--- src/rtl/dmem_arbiter.sv ---
// Shares one single-port data memory between the CPU load/store path and a
// debug/loader port. Grants are combinational; completions are registered.
module dmem_arbiter #(
  parameter int DATA_W   = 32,
  parameter int ADDR_W   = 5,
  parameter int MAX_WAIT = 4
) (
  input  logic              clk_i,
  input  logic              rst_i,
  input  logic              cpu_req_i,
  input  logic              cpu_we_i,
  input  logic [31:0]       cpu_addr_i,
  input  logic [DATA_W-1:0] cpu_wdata_i,
  input  logic              dbg_req_i,
  input  logic              dbg_we_i,
  input  logic [31:0]       dbg_addr_i,
  input  logic [DATA_W-1:0] dbg_wdata_i,
  input  logic              dbg_lock_i,
  output logic              cpu_gnt_o,
  output logic              dbg_gnt_o,
  output logic              cpu_valid_o,
  output logic              dbg_valid_o,
  output logic              cpu_err_o,
  output logic              dbg_err_o,
  output logic [DATA_W-1:0] cpu_rdata_o,
  output logic [DATA_W-1:0] dbg_rdata_o,
  output logic              mem_en_o,
  output logic              mem_we_o,
  output logic [ADDR_W-1:0] mem_addr_o,
  output logic [DATA_W-1:0] mem_wdata_o,
  input  logic [DATA_W-1:0] mem_rdata_i
);

  localparam logic [0:0] IDLE       = 1'b0;
  localparam logic [0:0] DBG_LOCK   = 1'b1;
  localparam logic       OWNER_CPU  = 1'b0;
  localparam logic       OWNER_DBG  = 1'b1;
  localparam logic [3:0] WAIT_LIMIT = 4'(MAX_WAIT);

  logic [0:0]        state;
  logic              last_owner;
  logic [3:0]        wait_cnt;

  logic              cpu_wins_tie;
  logic              cpu_gnt;
  logic              dbg_gnt;
  logic              any_gnt;
  logic              sel_we;
  logic [31:0]       sel_addr;
  logic [DATA_W-1:0] sel_wdata;
  logic              addr_err;
  logic              mem_en;

  // In DBG_LOCK the CPU only wins a tie once it has been starved MAX_WAIT cycles.
  always_comb begin
    if (state == DBG_LOCK) begin
      cpu_wins_tie = (wait_cnt == WAIT_LIMIT);
    end else begin
      cpu_wins_tie = (last_owner == OWNER_DBG);
    end
    cpu_gnt = cpu_req_i && (!dbg_req_i || cpu_wins_tie);
    dbg_gnt = dbg_req_i && !cpu_gnt;
    any_gnt = cpu_gnt || dbg_gnt;
  end

  always_comb begin
    if (cpu_gnt) begin
      sel_we    = cpu_we_i;
      sel_addr  = cpu_addr_i;
      sel_wdata = cpu_wdata_i;
    end else begin
      sel_we    = dbg_we_i;
      sel_addr  = dbg_addr_i;
      sel_wdata = dbg_wdata_i;
    end
  end

  always_comb begin
    addr_err = (sel_addr[1:0] != 2'b00) || ((sel_addr >> (ADDR_W + 2)) != '0);
    mem_en   = any_gnt && !addr_err;
  end

  // Faulting accesses are still granted but never reach the memory.
  always_comb begin
    mem_en_o    = mem_en;
    mem_we_o    = mem_en && sel_we;
    mem_addr_o  = mem_en ? sel_addr[ADDR_W+1:2] : '0;
    mem_wdata_o = mem_en ? sel_wdata : '0;
  end

  assign cpu_gnt_o = cpu_gnt;
  assign dbg_gnt_o = dbg_gnt;

  always_ff @(posedge clk_i or posedge rst_i) begin
    if (rst_i) begin
      state <= IDLE;
    end else begin
      case (state)
        IDLE: begin
          if (dbg_gnt && dbg_lock_i) begin
            state <= DBG_LOCK;
          end
        end
        DBG_LOCK: begin
          if (!dbg_req_i || (dbg_gnt && !dbg_lock_i)) begin
            state <= IDLE;
          end
        end
        default: state <= IDLE;
      endcase
    end
  end

  always_ff @(posedge clk_i or posedge rst_i) begin
    if (rst_i) begin
      last_owner <= OWNER_DBG;
    end else if (cpu_gnt) begin
      last_owner <= OWNER_CPU;
    end else if (dbg_gnt) begin
      last_owner <= OWNER_DBG;
    end
  end

  always_ff @(posedge clk_i or posedge rst_i) begin
    if (rst_i) begin
      wait_cnt <= '0;
    end else if (cpu_req_i && !cpu_gnt) begin
      if (wait_cnt != WAIT_LIMIT) begin
        wait_cnt <= wait_cnt + 4'd1;
      end
    end else begin
      wait_cnt <= '0;
    end
  end

  always_ff @(posedge clk_i or posedge rst_i) begin
    if (rst_i) begin
      cpu_valid_o <= 1'b0;
      cpu_err_o   <= 1'b0;
      cpu_rdata_o <= '0;
    end else begin
      cpu_valid_o <= cpu_gnt;
      cpu_err_o   <= cpu_gnt && addr_err;
      if (cpu_gnt && !addr_err && !cpu_we_i) begin
        cpu_rdata_o <= mem_rdata_i;
      end
    end
  end

  always_ff @(posedge clk_i or posedge rst_i) begin
    if (rst_i) begin
      dbg_valid_o <= 1'b0;
      dbg_err_o   <= 1'b0;
      dbg_rdata_o <= '0;
    end else begin
      dbg_valid_o <= dbg_gnt;
      dbg_err_o   <= dbg_gnt && addr_err;
      if (dbg_gnt && !addr_err && !dbg_we_i) begin
        dbg_rdata_o <= mem_rdata_i;
      end
    end
  end

endmodule

--- config.mk ---
export PLATFORM = sky130hd
export DESIGN_NAME = dmem_arbiter
export DESIGN_NICKNAME = d
export VERILOG_FILES = /design/src/rtl/dmem_arbiter.sv
export SDC_FILE = /design/constraint.sdc
export NUM_CORES = 1
export LEC_CHECK = 0
export CORE_AREA = 2 2 107 109
export DETAILED_ROUTE_END_ITERATION = 10
export DIE_AREA = 0 0 109 111
export PLACE_DENSITY = 0.81
export SETUP_SLACK_MARGIN = 0.1
export SLEW_MARGIN = 20
export SYNTH_ARGS = -nofsm -noshare
export SYNTH_HDL_FRONTEND = slang
export SYNTH_SLANG_ARGS = --single-unit
--- constraint.sdc ---
create_clock -name clk_i -period 6.35 [get_ports clk_i]
set_clock_uncertainty 0.1 [all_clocks]
set_input_delay 1.905 -clock clk_i [delete_from_list [all_inputs] [get_ports clk_i]]
set_output_delay 1.905 -clock clk_i [all_outputs]
set_load 0.1 [all_outputs]
==> results.cfg <==
[synthesis]
synth_common_cells = 78 x nand2_1, 73 x dfrtp_1, 63 x mux2_2, 28 x a221oi_1, 15 x clkbuf_1
synth_seq_area_share = 0.4960
async_flop_share = 1.000
ys_seq_elements = 74
ys_warn_count = 0
synth_top_area_share = 0.4889
yosys-top-cells-area = dfrtp_1 49%, mux2_2 19%, nand2_1 7.8%, a221oi_1 6.6%, a221oi_2 4.0%
synth_fp_nets = 505
yosysMostFrequentCell = nand2_1
synthFlopType = dfrtp_1
syn_area_um2 = 3736
ys_types = 32
syn_area_per_cell_um2 = 11.12
synth_edf_count = 0
synth_top_area_cell = dfrtp_1
syn_inst = 336

[global_route]
track_usage = 0.2481
grt_pass1_wl_um = 23160
grt_max_degree = 45
grt_pass1_vias = 4288
overflow = 0
grt_antenna_before_repair = 0

[floorplanning]
fp.dieArea_um2 = 12100
io_pins = 276
initial_utilization = 0.3373
core_area_um2 = 11080
placementRows = 39
die_y_um = 111
die_w_um = 109

[sta]
tns_ns = 0
fin_crit_sh = 0.9638
final-hold-violation-count = 0
setup_slack_ns = 0.2296
setup_viol = 0
slew_violations = 0
fmax_mhz = 163.4
period_minus_slack_ns = 6.120
grt_setup_unrepaired = no
slew_headroom = 0.3132
tightest_slew_ns = 1.027

[clock_network]
cts_tree = built
numClockSinks = 74
htree_num_levels = 3
clk_pin_slew_ns = 0.06
cts_buffer_depth = 2
cts_made_buffers = 9
clk_latency_ns = 0.32
cts_root_buffer = clkbuf_16

[power_and_ir_drop]
p_leak_nw = 3.815
irDropWorstVdd_mv = 0.1759
p_per_area_nw_per_um2 = 156.7

[cells_and_area]
diodes = 0
n_fill_cell = 718
layout.nets = 782
area_delta_synth_final_pct = 115.1
drive_gt1_frac = 0.3058

[placement]
post-place-ws_ns = 0.08500
portBuffers = 275
place_congestion = 0.8450
dpl.hpwl_um = 11490

[route]
wirelength_um = 15520
first_pass_iters = 5
wl_per_cell_um = 20.40
via_per_inst = 5.191
drt_iter0_drc = 228
num_vias = 3950
drc = 0
antenna_left = 0

[min_path]
hold_class = flip-flop to flip-flop
whs_path_depth = 1

[critical_path]
cp-end-kind = output port
r2r_slack_ns = 3.42
cp_max_fo = 19
crit_required_ns = 4.35
r2r_cells = 9
critical_path_arrival_ns = 4.12
path_class = primary input to output port
startpoint_type = primary input

[job]
cap_viol_max_count = 0

[run_status]
status = finished, final reports clean
==> per-layer routing <==
| layer | wire length (µm) | share of wire | GRT usage |
|---|---|---|---|
| met3 | 1834 | 0.12 | 0.1017 |
| met5 | 0 | 0 | 0 |
| met4 | 427 | 0.028 | 0.1085 |
| met2 | 7784 | 0.50 | 0.4174 |
| met1 | 5476 | 0.35 | 0.2704 |
==> timing repair <==
item                                    in CTS  in global routing
hold buffers                                 0                  0
setup buffers                                0                  1
cloned                                       0                  1
endpoints found under the setup margin       3                 38
pin swaps                                    0                  4
gates resized for setup                      1                 20
==> placed cells by master, fill, tap and decap left out, drive strengths merged <==
master,n
mux2,64
o31ai,1
nand2b,2
dfstp,1
nand2,78
buf,57
mux2i,1
a221oi,38
nand3b,1
nor2,9
o21a,1
xnor2,1
clkdlybuf4s50,234
inv,8
nor4,14
or3,2
nand3,4
dfrtp,73
o21ai,1
and4b,1
bufinv,2
ha,2
clkbuf,11
nand4,2
nor3,4
or4b,1
nor2b,1
clkinv,1
a21oi,3
==> worst paths after layout <==
kind / startpoint / endpoint
setup / recovery: cpu_addr_i[13] / mem_we_o
hold / removal: cpu_rdata_o[26]$_DFFE_PP0P_ / cpu_rdata_o[26]$_DFFE_PP0P_
setup reg to reg: wait_cnt[0]$_DFFE_PP0P_ / dbg_rdata_o[3]$_DFFE_PP0P_
hold reg to reg: cpu_rdata_o[26]$_DFFE_PP0P_ / cpu_rdata_o[26]$_DFFE_PP0P_
max in group asynchronous: rst_i / cpu_rdata_o[16]$_DFFE_PP0P_
min in group asynchronous: rst_i / dbg_rdata_o[2]$_DFFE_PP0P_
==> power by group <==
| group | switching [mW] | internal [mW] |
|---|---|---|
| Clock | 0.199 | 0.360 |
| Combinational | 0.109 | 0.114 |
| Sequential | 0.00176 | 0.476 |
| Total | 0.311 | 0.949 |
==> logic make-up (layout without fill, tap and decap cells) <==
group           Yosys count  count (layout)  synth area share
compound gates           44              44            0.1189
xor+xnor                  1               1          0.002345
fa+ha+maj                 2               2          0.006697
buf+inv                  31             313           0.03583
flops                    74              74            0.4960
mux                      65              65            0.1956
simple gates            119             119            0.1447
==> stage by stage <==
| stage | power [mW] | hold slack [ns] | instance area [µm²] | utilization | std cells |
|---|---|---|---|---|---|
| 2_1_floorplan | 0.5657 | 0.4088 | 4063 | - | 336 |
| 3_3_place_gp | 0.6963 | 0.3667 | 7467 | 0.6741 | 743 |
| 3_5_place_dp | 0.6999 | 0.3873 | 7467 | 0.6741 | 743 |
| 4_1_cts | 1.267 | 0.4095 | 7812 | 0.7053 | 759 |
| 5_1_grt | 1.307 | 0.4173 | 8036 | 0.7255 | 761 |
| 6_report | 1.260 | 0.4095 | 8036 | 0.7255 | 761 |
==> flip-flops by register name (all words and copies together) (netlist names) <==
| register | flops |
|---|---|
| cpu_err_o | 1 |
| cpu_rdata_o | 32 |
| cpu_valid_o | 1 |
| dbg_err_o | 1 |
| dbg_rdata_o | 32 |
| dbg_valid_o | 1 |
| last_owner | 1 |
| state | 1 |
| wait_cnt | 4 |
==> worst max-delay path, cell delays in order <==
cell and delay, ns:
clkdlybuf4s50_1 0.42, nor4_2 0.33, nand4_1 0.16, or3_4 0.47, clkbuf_16 0.25, a221oi_2 0.35, buf_12 0.22
==> layout make-up <==
type	instances	area [µm²]	area share
clock buffer	10	239.0	0.02974
clock inverter	6	95.09	0.01183
multi-input combinational	231	2286	0.2844
timing repair buffer	292	3366	0.4188
inverter	5	18.77	0.002335
tap	143	178.9	0.02226
sequential	74	1853	0.2306
(Power assumes the default switching activity.)
